<file path="config.mk">
export PLATFORM = sky130hd
export DESIGN_NAME = usb_bit_rx
export DESIGN_NICKNAME = d
export VERILOG_FILES = /design/src/rtl/usb_bit_rx_pkg.sv /design/src/rtl/usb_rx_dpll.sv /design/src/rtl/usb_bit_rx.sv
export SDC_FILE = /design/constraint.sdc
export NUM_CORES = 1
export LEC_CHECK = 0
export BUFFER_PORTS_ARGS = -buffer_cell sky130_fd_sc_hd__buf_2
export CAP_MARGIN = 20
export CELL_PAD_IN_SITES_DETAIL_PLACEMENT = 1
export CELL_PAD_IN_SITES_GLOBAL_PLACEMENT = 1
export CORE_UTILIZATION = 41
export DETAILED_ROUTE_END_ITERATION = 12
export GPL_ROUTABILITY_DRIVEN = 0
export PLACE_DENSITY_LB_ADDON = 0.12
export SYNTH_ARGS = -nofsm -noshare
export SYNTH_HDL_FRONTEND = slang
export SYNTH_SLANG_ARGS = --single-unit
</file>
<file path="constraint.sdc">
create_clock -name clk -period 2.5 [get_ports clk]
set_input_delay 0.375 -clock clk [delete_from_list [all_inputs] [get_ports clk]]
set_output_delay 0.375 -clock clk [all_outputs]
set_load 0.005 [all_outputs]
</file>
<file path="src/rtl/usb_bit_rx_pkg.sv">
// Shared definitions for the full-speed USB receive front end.
// Covers line-state encodings, receiver FSM states and bit-stuffing limits.
`timescale 1ns/1ps
package usb_bit_rx_pkg;

  // Encoded as {D+, D-} after synchronisation
  typedef enum logic [1:0] {
    LS_SE0 = 2'b00,
    LS_K   = 2'b01,
    LS_J   = 2'b10,
    LS_SE1 = 2'b11
  } line_state_t;

  typedef enum logic [2:0] {
    ST_IDLE,
    ST_SYNC,
    ST_DATA,
    ST_ABORT,
    ST_EOP
  } rx_state_t;

  localparam int MAX_ONES        = 6;
  localparam int ABORT_IDLE_BITS = 8;

endpackage

</file>
<file path="src/rtl/usb_rx_dpll.sv">
// Pad synchroniser, line-state decode and oversampling phase counter.
// Produces one sample strobe per bit, re-centred on every line-state change.
`timescale 1ns/1ps
module usb_rx_dpll
  import usb_bit_rx_pkg::*;
#(
  parameter int CLK_PER_BIT = 4
) (
  input  logic        clk,
  input  logic        rst_n,
  input  logic        usb_dp,
  input  logic        usb_dn,
  output line_state_t line_state,
  output logic        sample_stb
);

  localparam int PW = $clog2(CLK_PER_BIT);
  localparam logic [PW-1:0] PH_LAST   = PW'(CLK_PER_BIT - 1);
  localparam logic [PW-1:0] PH_SAMPLE = PW'(CLK_PER_BIT / 2 - 1);

  // Bit 0 is the metastability flop, bit 1 the usable synced value
  logic [1:0]    dp_sync_reg;
  logic [1:0]    dn_sync_reg;
  line_state_t   ls_prev_reg;
  logic [PW-1:0] phase_reg;
  logic [PW-1:0] phase_cur;

  // Synchroniser resets to J so the bus looks idle, not SE0, right after reset
  always_ff @(posedge clk or negedge rst_n) begin
    if (!rst_n) begin
      dp_sync_reg <= 2'b11;
      dn_sync_reg <= 2'b00;
      ls_prev_reg <= LS_J;
      phase_reg   <= '0;
    end else begin
      dp_sync_reg <= {dp_sync_reg[0], usb_dp};
      dn_sync_reg <= {dn_sync_reg[0], usb_dn};
      ls_prev_reg <= line_state;
      phase_reg   <= (phase_cur == PH_LAST) ? '0 : phase_cur + 1'b1;
    end
  end

  always_comb begin
    line_state = LS_J;
    case ({dp_sync_reg[1], dn_sync_reg[1]})
      2'b00:   line_state = LS_SE0;
      2'b01:   line_state = LS_K;
      default: line_state = LS_J;
    endcase
  end

  assign phase_cur  = (line_state != ls_prev_reg) ? '0 : phase_reg;
  assign sample_stb = (phase_cur == PH_SAMPLE);

endmodule

</file>
<file path="src/rtl/usb_bit_rx.sv">
// Full-speed USB receive front end: SYNC detection, NRZI decode, bit destuffing,
// EOP/abort handling and bus-reset timing on top of the oversampling DPLL.
`timescale 1ns/1ps
module usb_bit_rx
  import usb_bit_rx_pkg::*;
#(
  parameter int CLK_PER_BIT      = 4,
  parameter int SYNC_MIN_TOGGLES = 3,
  parameter int RESET_CLKS       = 120
) (
  input  logic clk,
  input  logic rst_n,
  input  logic usb_dp,
  input  logic usb_dn,
  output logic rx_start,
  output logic rx_status,
  output logic rx_bit,
  output logic rx_finish,
  output logic rx_stuff_err,
  output logic rx_active,
  output logic usb_bus_reset
);

  localparam int TW = $clog2(SYNC_MIN_TOGGLES + 1);
  localparam int CW = $clog2(RESET_CLKS + 1);
  localparam logic [TW-1:0] TOG_SAT   = TW'(SYNC_MIN_TOGGLES);
  localparam logic [CW-1:0] SE0_SAT   = CW'(RESET_CLKS);
  localparam logic [2:0]    ONES_LIM  = 3'(MAX_ONES);
  localparam logic [2:0]    JCNT_LAST = 3'(ABORT_IDLE_BITS - 1);

  line_state_t line_state;
  logic        sample_stb;

  usb_rx_dpll #(
    .CLK_PER_BIT(CLK_PER_BIT)
  ) u_dpll (
    .clk       (clk),
    .rst_n     (rst_n),
    .usb_dp    (usb_dp),
    .usb_dn    (usb_dn),
    .line_state(line_state),
    .sample_stb(sample_stb)
  );

  rx_state_t     state_reg, state_next;
  line_state_t   prev_reg, prev_next;
  logic [TW-1:0] tog_reg, tog_next;
  logic [2:0]    ones_reg, ones_next;
  logic [2:0]    jcnt_reg, jcnt_next;
  logic [CW-1:0] se0_cnt_reg, se0_cnt_next;
  logic          start_reg, start_next;
  logic          status_reg, status_next;
  logic          bit_reg, bit_next;
  logic          finish_reg, finish_next;
  logic          err_reg, err_next;
  logic          active_reg, active_next;
  logic          bus_reset;
  logic          nrzi_one;

  assign bus_reset = (se0_cnt_reg == SE0_SAT);
  assign nrzi_one  = (line_state == prev_reg);

  // SE0 timer runs every clk, independent of bit sampling
  always_comb begin
    se0_cnt_next = '0;
    if (line_state == LS_SE0)
      se0_cnt_next = bus_reset ? se0_cnt_reg : se0_cnt_reg + 1'b1;
  end

  always_ff @(posedge clk or negedge rst_n) begin
    if (!rst_n) begin
      state_reg   <= ST_IDLE;
      prev_reg    <= LS_J;
      tog_reg     <= '0;
      ones_reg    <= '0;
      jcnt_reg    <= '0;
      se0_cnt_reg <= '0;
      start_reg   <= 1'b0;
      status_reg  <= 1'b0;
      bit_reg     <= 1'b0;
      finish_reg  <= 1'b0;
      err_reg     <= 1'b0;
      active_reg  <= 1'b0;
    end else begin
      state_reg   <= state_next;
      prev_reg    <= prev_next;
      tog_reg     <= tog_next;
      ones_reg    <= ones_next;
      jcnt_reg    <= jcnt_next;
      se0_cnt_reg <= se0_cnt_next;
      start_reg   <= start_next;
      status_reg  <= status_next;
      bit_reg     <= bit_next;
      finish_reg  <= finish_next;
      err_reg     <= err_next;
      active_reg  <= active_next;
    end
  end

  always_comb begin
    state_next  = state_reg;
    prev_next   = prev_reg;
    tog_next    = tog_reg;
    ones_next   = ones_reg;
    jcnt_next   = jcnt_reg;
    start_next  = 1'b0;
    status_next = 1'b0;
    bit_next    = 1'b0;
    finish_next = 1'b0;
    err_next    = 1'b0;
    active_next = active_reg;

    if (bus_reset) begin
      // Bus reset overrides everything; a packet in flight is closed once
      state_next  = ST_IDLE;
      ones_next   = '0;
      finish_next = active_reg;
      active_next = 1'b0;
    end else if (sample_stb) begin
      prev_next = line_state;
      case (state_reg)
        ST_IDLE: begin
          if (line_state == LS_K) begin
            state_next = ST_SYNC;
            tog_next   = TW'(1);
          end
        end
        ST_SYNC: begin
          if (line_state == LS_SE0) begin
            state_next = ST_IDLE;
          end else if (line_state != prev_reg) begin
            if (tog_reg != TOG_SAT)
              tog_next = tog_reg + 1'b1;
          end else if (line_state == LS_K && tog_reg >= TOG_SAT) begin
            // Closing KK is itself a decoded 1 that counts toward stuffing
            state_next  = ST_DATA;
            start_next  = 1'b1;
            active_next = 1'b1;
            ones_next   = 3'd1;
          end else begin
            state_next = ST_IDLE;
          end
        end
        ST_DATA: begin
          if (line_state == LS_SE0) begin
            state_next = ST_EOP;
          end else if (ones_reg == ONES_LIM) begin
            if (nrzi_one) begin
              err_next   = 1'b1;
              state_next = ST_ABORT;
              jcnt_next  = '0;
            end else begin
              ones_next = '0;
            end
          end else begin
            status_next = 1'b1;
            bit_next    = nrzi_one;
            ones_next   = nrzi_one ? ones_reg + 1'b1 : 3'd0;
          end
        end
        ST_ABORT: begin
          if (line_state == LS_SE0) begin
            state_next = ST_EOP;
          end else if (line_state == LS_J) begin
            if (jcnt_reg == JCNT_LAST) begin
              finish_next = 1'b1;
              active_next = 1'b0;
              state_next  = ST_IDLE;
              jcnt_next   = '0;
            end else begin
              jcnt_next = jcnt_reg + 1'b1;
            end
          end else begin
            jcnt_next = '0;
          end
        end
        ST_EOP: begin
          // K here is a malformed EOP; close anyway and let CRC reject it
          if (line_state != LS_SE0) begin
            finish_next = 1'b1;
            active_next = 1'b0;
            state_next  = ST_IDLE;
          end
        end
        default: state_next = ST_IDLE;
      endcase
    end
  end

  assign rx_start      = start_reg;
  assign rx_status     = status_reg;
  assign rx_bit        = bit_reg;
  assign rx_finish     = finish_reg;
  assign rx_stuff_err  = err_reg;
  assign rx_active     = active_reg;
  assign usb_bus_reset = bus_reset;

endmodule

</file>
; ---- Yosys cells after proc, flatten, opt, wreduce, memory -nomap -nowiden
; Index checks and enable logic that the tools add are counted.
[totals]
regBits = 34
output_inout_bits = 7
wordCells = 159
[classes]
addsub = 5
bitwise = 1
eq_ne = 40
magnitude_cmp = 1
n_reduce_logical = 16
n_mux = 80
[ops]
columns = cell, count
row1 = 3-bit two-way mux, 27
row2 = 1-bit two-way mux, 37
row3 = "3-bit inequality test, second input constant", 9
row4 = "4-bit inequality test, second input constant", 6
row5 = 7-bit AND reduction, 3
row6 = "2-bit inequality test, second input constant", 10
row7 = 3-bit case mux with 5 select lines, 1
row8 = 2-bit two-way mux, 7
row9 = 7-bit two-way mux, 2
row10 = 3-bit case mux with 2 select lines, 2
row11 = "3-bit equality test, second input constant", 3
row12 = 9-bit AND reduction, 1
row13 = 2-bit case mux with 2 select lines, 2
row14 = 8-bit AND reduction, 1
row15 = 2-bit nonzero test, 4
row16 = "7-bit by 1-bit adder with 7-bit output, second input constant", 1
row17 = "7-bit equality test, second input constant", 1
row18 = "3-bit by 1-bit adder with 3-bit output, second input constant", 2
row19 = "2-bit by 1-bit equality test with 1-bit output, second input constant", 3
row20 = "3-bit by 2-bit equality test with 1-bit output, second input constant", 2
row21 = "2-bit by 1-bit adder with 2-bit output, second input constant", 2
row22 = "2-bit equality test, second input constant", 2
row23 = 2-bit logical NOT, 2
row24 = 2-bit inequality test, 2
row25 = other kinds (11), 11

; ---- Logic depth before layout (Yosys ltp)
; Gate-level depths: netlist of the first run.
[depth]
word_depth = 10
mapped_depth = 10
ltp_nobuf = 9

; ---- Modules after synthesis
; Synthesis of the first run repeated with hierarchy kept, for this count alone.
[hier_totals]
cells_unflattened = 195
area_unflattened_um2 = 1984.4
[by_module_without_submodules]
columns = module, area_per_inst_um2, cells_per_inst, instances
row1 = usb_bit_rx, 1699.1, 176, 1
row2 = usb_rx_dpll, 285.3, 19, 1

; ---- Worst setup path before layout of the first run
; No wires, ideal clock.
[synth_timing]
path_type = register -> register
start = register u_dpll.dn_sync_reg[1]
end = register ones_reg[2]
setup_slack_ns = 0.193
n_path_buf = 1
path_stages_with_launch = 11
t_required_ns = 2.369
arrival_time_ns = 2.176
setup_ns = 0.131
synth_period_minus_slack_ns = 2.307
path_cell_list = dfrtp_1 buf_4 xor2_1 or3_1 o21ai_0 and2_1 ha_1 a21bo_1 a31oi_4 a21oi_1 or3_1
[synth_between]
elab_chain_cells = 9
word_cells_on_any_way = 24
[synth_lines]
columns = item, line
row1 = start: declaration, usb_rx_dpll.sv:23  ; logic [1:0] dn_sync_reg;
row2 = start signal: assignment, usb_rx_dpll.sv:37  ; dn_sync_reg <= {dn_sync_reg[0], usb_dn};
row3 = 2-bit by 1-bit equality test with 1-bit output or 2-bit logical NOT (tied branches), usb_rx_dpll.sv:45  ; case ({dp_sync_reg[1], dn_sync_reg[1]})
row4 = 2-bit case mux with 2 select lines (*), usb_rx_dpll.sv:45
row5 = 2-bit equality test, usb_bit_rx.sv:61  ; assign nrzi_one = (line_state == prev_reg);
row6 = 3-bit two-way mux, usb_bit_rx.sv:158  ; ones_next = nrzi_one ? ones_reg + 1'b1 : 3'd0;
row7 = 3-bit two-way mux, usb_bit_rx.sv:147  ; end else if (ones_reg == ONES_LIM) begin
row8 = 3-bit two-way mux, usb_bit_rx.sv:145  ; if (line_state == LS_SE0) begin
row9 = 3-bit case mux with 2 select lines, usb_bit_rx.sv:121  ; case (state_reg)
row10 = 3-bit two-way mux, usb_bit_rx.sv:119  ; end else if (sample_stb) begin
row11 = 3-bit two-way mux, usb_bit_rx.sv:113  ; if (bus_reset) begin
row12 = end signal: assignment, usb_bit_rx.sv:88  ; ones_reg <= ones_next;
row13 = end: declaration, usb_bit_rx.sv:48  ; logic [2:0] ones_reg, ones_next;
; Every way passes the cells marked *; elsewhere a longest branch is shown, timed or not. The select of a mux whose other input is x is not followed.
; A chain may end at the register's enable or synchronous reset.

; ---- Final worst setup path of the first run
[layout_timing]
start = register u_dpll.dn_sync_reg[1]
end = register state_reg[1]
[layout_between]
elab_chain_cells = 10
word_cells_on_any_way = 30
[layout_lines]
columns = item, line
row1 = 2-bit by 1-bit equality test with 1-bit output or 2-bit logical NOT (tied branches), usb_rx_dpll.sv:45
row2 = 2-bit case mux with 2 select lines (*), usb_rx_dpll.sv:45
row3 = 2-bit by 1-bit equality test with 1-bit output, "usb_bit_rx.sv:123, usb_bit_rx.sv:134"
row4 = 1-bit logical AND, usb_bit_rx.sv:134  ; end else if (line_state == LS_K && tog_reg >= TOG_SAT) begin
row5 = 2-bit two-way mux, usb_bit_rx.sv:134
row6 = 3-bit two-way mux, usb_bit_rx.sv:131  ; end else if (line_state != prev_reg) begin
row7 = 3-bit two-way mux, usb_bit_rx.sv:129  ; if (line_state == LS_SE0) begin
row8 = 3-bit case mux with 5 select lines, usb_bit_rx.sv:121
row9 = 3-bit two-way mux, usb_bit_rx.sv:119
row10 = 3-bit two-way mux, usb_bit_rx.sv:113
row11 = end signal: assignment, usb_bit_rx.sv:85  ; state_reg <= state_next;
row12 = end: declaration, usb_bit_rx.sv:45  ; rx_state_t state_reg, state_next;
; Marked as above.

==> report_table.html, run 1 <==
<table>
<tr><th>Metric</th><th>Value</th></tr>
<tr><th colspan="2">Pwr</th></tr>
<tr><td>Total power density per cell area</td><td>679 mW/mm²</td></tr>
<tr><td>Switching power as a share of total power</td><td>0.335</td></tr>
<tr><td>Internal portion of total power</td><td>0.973 mW</td></tr>
<tr><td>Maximum vdd ir drop</td><td>261 µV</td></tr>
<tr><td>Clock Power Share</td><td>0.269</td></tr>
<tr><td>Share of total power in sequential cells</td><td>0.468</td></tr>
<tr><td>Switching power of the nets</td><td>0.491 mW</td></tr>
<tr><td>Proportion of power drawn by combinational gates</td><td>0.262</td></tr>
<tr><td>Leakage dissipation</td><td>between 1 and 1.5 nW</td></tr>
<tr><td>Post-layout power</td><td>roughly 1.5 mW</td></tr>
<tr><th colspan="2">Run status</th></tr>
<tr><td>Status</td><td>finished, final reports clean</td></tr>
<tr><th colspan="2">GRT</th></tr>
<tr><td>Largest net degree at the start of global routing</td><td>35</td></tr>
<tr><td>Number of antenna violations at the first check in global routing</td><td>0</td></tr>
<tr><td>Tot GR Track Use</td><td>0.194</td></tr>
<tr><td>Vias in the first global route</td><td>1507</td></tr>
<tr><td>Global route overflow</td><td>0</td></tr>
<tr><td>Wire length of the first global-routing pass</td><td>7.39 mm</td></tr>
<tr><th colspan="2">Route</th></tr>
<tr><td>Detailed-route via count</td><td>around 1400</td></tr>
<tr><td>DRC violation count after routing</td><td>0</td></tr>
<tr><td>Wire per inst</td><td>roughly 16 µm</td></tr>
<tr><td>Vias per cell</td><td>5.54</td></tr>
<tr><td>First drt pass iteration count</td><td>4</td></tr>
<tr><td>Number of design-rule violations left by the first detailed-router iteration</td><td>103</td></tr>
<tr><td>Final WL</td><td>4.29 mm</td></tr>
<tr><td>Antenna Violating Nets Remaining</td><td>0</td></tr>
<tr><th colspan="2">Floorplanning</th></tr>
<tr><td>Die Area</td><td>about 0.0049 mm²</td></tr>
<tr><td>Die X-Extent</td><td>69.9 µm</td></tr>
<tr><td>Core region area</td><td>approximately 0.0044 mm²</td></tr>
<tr><td>Site row count</td><td>24</td></tr>
<tr><td>Starting utilization of the core area</td><td>0.432</td></tr>
<tr><td>Height of the die</td><td>69.9 µm</td></tr>
<tr><td>Top-level I/O count</td><td>11</td></tr>
<tr><th colspan="2">Yosys</th></tr>
<tr><td>Number of unique standard cell types used by synthesis</td><td>53</td></tr>
<tr><td>Number of enable-type register cells in the synthesized netlist</td><td>0</td></tr>
<tr><td>Count of warnings emitted by yosys</td><td>0</td></tr>
<tr><td>Cells after synthesis</td><td>186</td></tr>
<tr><td>Post-synth design cell area</td><td>0.00189 mm²</td></tr>
<tr><td>Synth async-reset ratio</td><td>1.00</td></tr>
<tr><td>Sequential-to-total area share from yosys stat</td><td>0.452</td></tr>
<tr><td>Mean Syn Cell Area</td><td>10.2 µm²</td></tr>
<tr><td>Number of synthesized register bits</td><td>34</td></tr>
<tr><td>Synthesized Nets</td><td>198</td></tr>
<tr><td>Prevailing post-synth register cell</td><td>sky130_fd_sc_hd__dfrtp_1</td></tr>
<tr><th colspan="2">Timing</th></tr>
<tr><td>Relative max-transition margin</td><td>0.507</td></tr>
<tr><td>Transition time at the pin with the least slew margin</td><td>740 ps</td></tr>
<tr><td>Maximum achievable frequency</td><td>0.419 GHz</td></tr>
<tr><td>Total count of hold-check failures in the final report</td><td>0</td></tr>
<tr><td>Setup-failing EPs final</td><td>0</td></tr>
<tr><td>Final Cycle Share</td><td>0.955</td></tr>
<tr><td>Post-layout min period</td><td>about 2400 ps</td></tr>
<tr><td>Number of pins with negative max-slew slack in the final report</td><td>0</td></tr>
<tr><td>Post-Route Hold Slack</td><td>156 ps</td></tr>
<tr><td>Worst setup skew after layout</td><td>7.50 ps</td></tr>
<tr><td>PnR worst setup slack</td><td>~110 ps</td></tr>
<tr><th colspan="2">Final layout</th></tr>
<tr><td>Number of nets at the end of the flow</td><td>220</td></tr>
<tr><td># diodes</td><td>0</td></tr>
<tr><td>Fin cells</td><td>261</td></tr>
<tr><td>Combined area of the multi-input logic cells</td><td>955 µm²</td></tr>
<tr><td>Layout filler cell count</td><td>498</td></tr>
<tr><td>Number of flip-flops under the largest register name</td><td>7</td></tr>
<tr><td>Fraction of layout cells with a size suffix above 1</td><td>0.206</td></tr>
<tr><td>Area overhead of the layout relative to synthesis</td><td>14.0%</td></tr>
<tr><td>Sequential cell area in the final layout</td><td>856 µm²</td></tr>
<tr><td>Most common library cell in the layout ignoring fill and taps</td><td>sky130_fd_sc_hd__dfrtp_1</td></tr>
<tr><td>Final core utilization</td><td>0.492</td></tr>
<tr><td>Most used cells in the layout excluding fill and tap cells</td><td>30 x sky130_fd_sc_hd__dfrtp_1, 15 x sky130_fd_sc_hd__nand2_1, 15 x sky130_fd_sc_hd__nor2_1, 12 x sky130_fd_sc_hd__inv_1, 12 x sky130_fd_sc_hd__buf_4</td></tr>
<tr><th colspan="2">Critical path</th></tr>
<tr><td>Reg2reg start</td><td>u_dpll.dn_sync_reg[1]</td></tr>
<tr><td>Arrival time of data at the critical path endpoint</td><td>about 2600 ps</td></tr>
<tr><td>Crit Reg-Reg Endpoint</td><td>state_reg[1]</td></tr>
<tr><td>Maximum fanout along the worst path</td><td>8</td></tr>
<tr><td>Reg-to-reg setup timing slack</td><td>110 ps</td></tr>
<tr><td>Required time worst endpoint</td><td>approximately 2700 ps</td></tr>
<tr><td>Category of the worst setup path capture point</td><td>register</td></tr>
<tr><td>Startpoint types</td><td>register</td></tr>
<tr><td>Type of the worst setup path</td><td>reg -&gt; reg</td></tr>
<tr><td>Reg2reg path depth</td><td>10</td></tr>
<tr><th colspan="2">CTS</th></tr>
<tr><td>Clock tree from TritonCTS</td><td>yes</td></tr>
<tr><td>Number of sinks on the clock net</td><td>34</td></tr>
<tr><td>CTS clk-pin slew, worst paths</td><td>about 70 ps</td></tr>
<tr><td>Hold-fix buffer count after cts</td><td>0</td></tr>
<tr><td>Number of buffers added by the clock tree synthesis step</td><td>5</td></tr>
<tr><td>Maximum buffer depth of the clock tree</td><td>2</td></tr>
<tr><td>Clock Tree Root</td><td>sky130_fd_sc_hd__clkbuf_8</td></tr>
<tr><td>Later-pin clock latency in the skew report</td><td>280 ps</td></tr>
<tr><td>Number of levels in the clock H-tree</td><td>2</td></tr>
<tr><th colspan="2">Job</th></tr>
<tr><td>Count of maximum capacitance violations</td><td>0</td></tr>
<tr><th colspan="2">Min path</th></tr>
<tr><td>Worst hold-check path type</td><td>in -&gt; async</td></tr>
<tr><th colspan="2">Placed design</th></tr>
<tr><td>Post-Place Setup Slack</td><td>just over 70 ps</td></tr>
<tr><td>Buffers on Ports</td><td>10</td></tr>
<tr><td>HPWL after detailed placement</td><td>roughly 3.2 mm</td></tr>
<tr><td>Post-Place Cells</td><td>250</td></tr>
</table>
[synth_stat cells, types with 4 or more instances]
| master | n | area, µm² |
|---|---|---|
| sky130_fd_sc_hd__a21oi_1 | 4 | 20.0 |
| sky130_fd_sc_hd__clkbuf_1 | 5 | 18.8 |
| sky130_fd_sc_hd__dfrtp_1 | 30 | 751 |
| sky130_fd_sc_hd__dfstp_2 | 4 | 105 |
| sky130_fd_sc_hd__ha_1 | 8 | 100 |
| sky130_fd_sc_hd__inv_1 | 12 | 45.0 |
| sky130_fd_sc_hd__mux2i_1 | 8 | 80.1 |
| sky130_fd_sc_hd__nand2_1 | 15 | 56.3 |
| sky130_fd_sc_hd__nand3_1 | 4 | 20.0 |
| sky130_fd_sc_hd__nor2_1 | 15 | 56.3 |
| sky130_fd_sc_hd__nor3_1 | 4 | 20.0 |
| sky130_fd_sc_hd__o211ai_1 | 4 | 30.0 |
| sky130_fd_sc_hd__o21ai_0 | 11 | 55.1 |
| sky130_fd_sc_hd__or3_1 | 5 | 31.3 |
| sky130_fd_sc_hd__xor2_1 | 4 | 35.0 |
[repair_timing]
item,in CTS,in global routing
setup buffers,0,3
endpoints found under the setup margin,0,2
gates resized for setup,0,1
[layer usage]
layer  GRT usage  vias up  part of all wire
li1            -      701                 -
met1       0.256      725              0.47
met2       0.324       16              0.50
met3      0.0433        4             0.022
met4      0.0467        0            0.0070
met5           0        -                 0
[worst max-delay path by stage]
stage | end | slack, ps | from
global placement | ones_reg[2] | 190 | u_dpll.dn_sync_reg[1]
CTS | ones_reg[2] | 50 | u_dpll.dn_sync_reg[1]
global route | state_reg[1] | -10 | u_dpll.dn_sync_reg[1]
finish | state_reg[1] | 110 | u_dpll.dn_sync_reg[1]
floorplan | ones_reg[2] | 190 | u_dpll.dn_sync_reg[1]
detailed placement | ones_reg[2] | 70 | u_dpll.dn_sync_reg[1]
[power groups by stage]
| stage | clock network, mW | registers [mW] | logic [mW] |
|---|---|---|---|
| 2_1_floorplan | 0 | 0.659 | 0.284 |
| 3_3_place_gp | 0 | 0.687 | 0.360 |
| 3_5_place_dp | 0 | 0.692 | 0.374 |
| 4_1_cts | 0.414 | 0.682 | 0.376 |
| 5_1_grt | 0.433 | 0.696 | 0.425 |
| 6_report | 0.394 | 0.685 | 0.384 |
[critical path, cell delays in order, from the launching register on]
cell and delay [ps]:
sky130_fd_sc_hd__dfrtp_1 390, sky130_fd_sc_hd__xor2_1 160, sky130_fd_sc_hd__or3_1 300, sky130_fd_sc_hd__o21ai_0 100
sky130_fd_sc_hd__and2_1 190, sky130_fd_sc_hd__ha_2 210, sky130_fd_sc_hd__a21bo_1 230, sky130_fd_sc_hd__a31oi_4 250
sky130_fd_sc_hd__buf_4 170, sky130_fd_sc_hd__and4_1 190, sky130_fd_sc_hd__o21ba_1 130
[final cells by class]
cell class / count / share of cell area
Clock buffer: 6 / 0.0337
Sequential cell: 34 / 0.397
Multi-Input combinational cell: 131 / 0.443
Inverter: 14 / 0.0244
Timing Repair Buffer: 22 / 0.0650
Clock inverter: 2 / 0.00696
Tap cell: 52 / 0.0302
[per-stage QoR]
step,instance area [µm²],TNS [ps]
global placement,2040,0
floorplan,1890,0
finish,2160,0
detailed placement,2040,0
global route,2160,-13.5
CTS,2130,0
[kinds of logic after synthesis]
kind of cell / count (synthesis) / synth area share
fa+ha+maj: 8 / 0.0529
xor+xnor: 7 / 0.0324
mux: 11 / 0.0602
flops: 34 / 0.452
simple gates: 70 / 0.207
compound gates: 35 / 0.151
buf+inv: 21 / 0.0443
Power figures use the tool's default switching activity.
==> inputs of run 2 (changes only) <==
--- a/config.mk
+++ b/config.mk
@@ -9,7 +9,7 @@
 export CAP_MARGIN = 20
 export CELL_PAD_IN_SITES_DETAIL_PLACEMENT = 1
 export CELL_PAD_IN_SITES_GLOBAL_PLACEMENT = 1
-export CORE_UTILIZATION = 41
+export CORE_UTILIZATION = 42
 export DETAILED_ROUTE_END_ITERATION = 12
 export GPL_ROUTABILITY_DRIVEN = 0
 export PLACE_DENSITY_LB_ADDON = 0.12
==> run 2 against run 1 <==
Net effect:
- clock skew down 4.5 ps
- wire length shrank 1.6%
- non-clock buffer count down 1
- combinational power barely moved
- critical path depth did not move
- sequential share of layout area grew 0.12 points
- setup slack better by 38 ps
==> report_table.html, run 2 (same netlist as run 1, synthesis figures left out) <==
<table>
<tr><th>Metric</th><th>Value</th></tr>
<tr><th colspan="2">Final layout</th></tr>
<tr><td># diodes</td><td>0</td></tr>
<tr><td>Fin cells</td><td>260</td></tr>
<tr><td>Number of nets at the end of the flow</td><td>roughly 220</td></tr>
<tr><td>Number of flip-flops under the largest register name</td><td>7</td></tr>
<tr><td>Most common library cell in the layout ignoring fill and taps</td><td>sky130_fd_sc_hd__dfrtp_1</td></tr>
<tr><td>Most used cells in the layout excluding fill and tap cells</td><td>30 x sky130_fd_sc_hd__dfrtp_1, 15 x sky130_fd_sc_hd__nand2_1, 15 x sky130_fd_sc_hd__nor2_1, 12 x sky130_fd_sc_hd__inv_1</td></tr>
<tr><td>Fraction of layout cells with a size suffix above 1</td><td>0.197</td></tr>
<tr><td>Finished layout cell area</td><td>~0.0021 mm²</td></tr>
<tr><td>Area overhead of the layout relative to synthesis</td><td>13.6%</td></tr>
<tr><td>Final core utilization</td><td>0.494</td></tr>
<tr><th colspan="2">Pwr</th></tr>
<tr><td>Share of total power in sequential cells</td><td>0.459</td></tr>
<tr><td>Switching power of the nets</td><td>0.483 mW</td></tr>
<tr><td>Leakage dissipation</td><td>1.01 nW</td></tr>
<tr><td>Switching power as a share of total power</td><td>0.326</td></tr>
<tr><td>Internal portion of total power</td><td>approximately 1.0 mW</td></tr>
<tr><td>Post-layout power</td><td>1.48 mW</td></tr>
<tr><td>Clock Power Share</td><td>0.283</td></tr>
<tr><td>Total power density per cell area</td><td>689 mW/mm²</td></tr>
<tr><td>Proportion of power drawn by combinational gates</td><td>0.257</td></tr>
<tr><td>Maximum vdd ir drop</td><td>between 200 and 300 µV</td></tr>
<tr><th colspan="2">Job</th></tr>
<tr><td>Count of maximum capacitance violations</td><td>0</td></tr>
<tr><th colspan="2">GRT</th></tr>
<tr><td>Global route overflow</td><td>0</td></tr>
<tr><td>Tot GR Track Use</td><td>0.196</td></tr>
<tr><td>Wire length of the first global-routing pass</td><td>7.38 mm</td></tr>
<tr><td>Number of antenna violations at the first check in global routing</td><td>0</td></tr>
<tr><td>Vias in the first global route</td><td>1553</td></tr>
<tr><td>Largest net degree at the start of global routing</td><td>35</td></tr>
<tr><th colspan="2">Timing</th></tr>
<tr><td>Post-Route Hold Slack</td><td>147 ps</td></tr>
<tr><td>Final sum of negative setup slack</td><td>0 ps</td></tr>
<tr><td>Post-layout min period</td><td>2350 ps</td></tr>
<tr><td>Worst setup skew after layout</td><td>~3.0 ps</td></tr>
<tr><td>Total count of hold-check failures in the final report</td><td>0</td></tr>
<tr><td>Setup-failing EPs final</td><td>0</td></tr>
<tr><td>Maximum achievable frequency</td><td>0.426 GHz</td></tr>
<tr><td>Transition time at the pin with the least slew margin</td><td>738 ps</td></tr>
<tr><td>PnR worst setup slack</td><td>151 ps</td></tr>
<tr><td>Number of pins with negative max-slew slack in the final report</td><td>0</td></tr>
<tr><td>Final Cycle Share</td><td>0.940</td></tr>
<tr><td>Unrepaired setup endpoints after global routing</td><td>no</td></tr>
<tr><td>Relative max-transition margin</td><td>0.508</td></tr>
<tr><th colspan="2">Critical path</th></tr>
<tr><td>Crit Reg-Reg Endpoint</td><td>state_reg[1]</td></tr>
<tr><td>Reg-to-reg setup timing slack</td><td>around 150 ps</td></tr>
<tr><td>Arrival time of data at the critical path endpoint</td><td>~2600 ps</td></tr>
<tr><td>Category of the worst setup path capture point</td><td>register</td></tr>
<tr><td>Maximum fanout along the worst path</td><td>7</td></tr>
<tr><td>Required time worst endpoint</td><td>2730 ps</td></tr>
<tr><td>Reg2reg start</td><td>u_dpll.dn_sync_reg[1]</td></tr>
<tr><td>Reg2reg path depth</td><td>10</td></tr>
<tr><td>Worst path cell trace</td><td>xor2_1, or3_1, o21ai_0, and2_1, ha_1, a21bo_1, a31oi_4, buf_4, and4_1, o21ba_1</td></tr>
<tr><td>Startpoint types</td><td>register</td></tr>
<tr><td>Type of the worst setup path</td><td>reg -&gt; reg</td></tr>
<tr><td>Critical-path top delay cell</td><td>sky130_fd_sc_hd__dfrtp_1</td></tr>
<tr><td>Largest stage delay, worst path</td><td>390 ps</td></tr>
<tr><th colspan="2">CTS</th></tr>
<tr><td>CTS clk-pin slew, worst paths</td><td>70 ps</td></tr>
<tr><td>Clock tree from TritonCTS</td><td>yes</td></tr>
<tr><td>Clock Tree Root</td><td>sky130_fd_sc_hd__clkbuf_8</td></tr>
<tr><td>Number of buffers added by the clock tree synthesis step</td><td>5</td></tr>
<tr><td>Maximum buffer depth of the clock tree</td><td>2</td></tr>
<tr><td>Later-pin clock latency in the skew report</td><td>280 ps</td></tr>
<tr><td>Number of sinks on the clock net</td><td>34</td></tr>
<tr><td>Hold-fix buffer count after cts</td><td>0</td></tr>
<tr><td>Number of levels in the clock H-tree</td><td>2</td></tr>
<tr><th colspan="2">Floorplanning</th></tr>
<tr><td>Core region area</td><td>roughly 0.0044 mm²</td></tr>
<tr><td>Starting utilization of the core area</td><td>0.434</td></tr>
<tr><td>Site row count</td><td>24</td></tr>
<tr><td>Height of the die</td><td>slightly below 70 µm</td></tr>
<tr><td>Top-level I/O count</td><td>11</td></tr>
<tr><td>Die Area</td><td>approximately 0.0048 mm²</td></tr>
<tr><td>Die X-Extent</td><td>69.1 µm</td></tr>
<tr><th colspan="2">Route</th></tr>
<tr><td>Final WL</td><td>4.22 mm</td></tr>
<tr><td>First drt pass iteration count</td><td>4</td></tr>
<tr><td>DRC violation count after routing</td><td>0</td></tr>
<tr><td>Wire per inst</td><td>16.2 µm</td></tr>
<tr><td>Detailed-route via count</td><td>1436</td></tr>
<tr><td>Number of design-rule violations left by the first detailed-router iteration</td><td>93</td></tr>
<tr><td>Vias per cell</td><td>around 5.5</td></tr>
<tr><td>Antenna Violating Nets Remaining</td><td>0</td></tr>
<tr><th colspan="2">Min path</th></tr>
<tr><td>Worst hold-check path type</td><td>in -&gt; async</td></tr>
<tr><th colspan="2">Placed design</th></tr>
<tr><td>Buffers on Ports</td><td>10</td></tr>
<tr><td>HPWL after detailed placement</td><td>approximately 3 mm</td></tr>
<tr><td>Cell area after placement</td><td>0.00203 mm²</td></tr>
<tr><td>Post-Place Cells</td><td>248</td></tr>
<tr><td>Post-Place Setup Slack</td><td>around 140 ps</td></tr>
<tr><th colspan="2">Run status</th></tr>
<tr><td>Status</td><td>finished, final reports clean</td></tr>
</table>
run 2: layout make-up:
class / instances / area [µm²]
fill: 489 / 2200
multi-input combinational: 131 / 952
sequential: 34 / 856
timing repair buffer: 21 / 133
clock buffer: 7 / 86.3
tap: 52 / 65.1
inverter: 14 / 52.6
clock inverter: 1 / 5.00
run 2: how the worst max path moves through the flow:
| stage | start | to | slack (ps) | cells after the start |
|---|---|---|---|---|
| 2_1_floorplan | u_dpll.dn_sync_reg[1] | ones_reg[2] | 190 | 10 |
| 3_3_place_gp | u_dpll.dn_sync_reg[1] | ones_reg[2] | 200 | 9 |
| 3_5_place_dp | u_dpll.dp_sync_reg[1] | ones_reg[2] | 140 | 8 |
| 4_1_cts | u_dpll.dp_sync_reg[1] | ones_reg[2] | 120 | 8 |
| 5_1_grt | u_dpll.dn_sync_reg[1] | state_reg[1] | 40 | 10 |
| 6_report | u_dpll.dn_sync_reg[1] | state_reg[1] | 150 | 10 |
run 2: metal layers:
layer | vias to the layer above | GRT usage | routed length [µm]
li1 | 693 | - | -
met1 | 708 | 0.247 | 1860
met2 | 23 | 0.321 | 2120
met3 | 12 | 0.0424 | 101
met4 | 0 | 0.0907 | 134
met5 | - | 0 | 0
run 2: power by group through the flow:
| stage | clock network, mW | registers [mW] | logic [mW] |
|---|---|---|---|
| final | 0.420 | 0.681 | 0.381 |
| after global routing | 0.457 | 0.694 | 0.428 |
| after CTS | 0.439 | 0.684 | 0.367 |
| after detailed placement | 0 | 0.694 | 0.366 |
| after global placement | 0 | 0.686 | 0.355 |
| after floorplan | 0 | 0.659 | 0.284 |
run 2: what timing repair did:
| action | in CTS | in global routing |
|---|---|---|
| setup endpoints to repair | 0 | 3 |
| buffers inserted | 0 | 4 |
| gates resized for setup | 0 | 0 |
run 2: critical path: cells and delay by family (launching register included):
kind | cells | cell delay [ps]
AO/OA/AOI/OAI | 4 | 700
AND/OR/NAND/NOR | 3 | 680
flip-flops | 1 | 390
adder cells (fa/ha/maj) | 1 | 190
buffers and inverters | 1 | 180
XOR/XNOR | 1 | 160
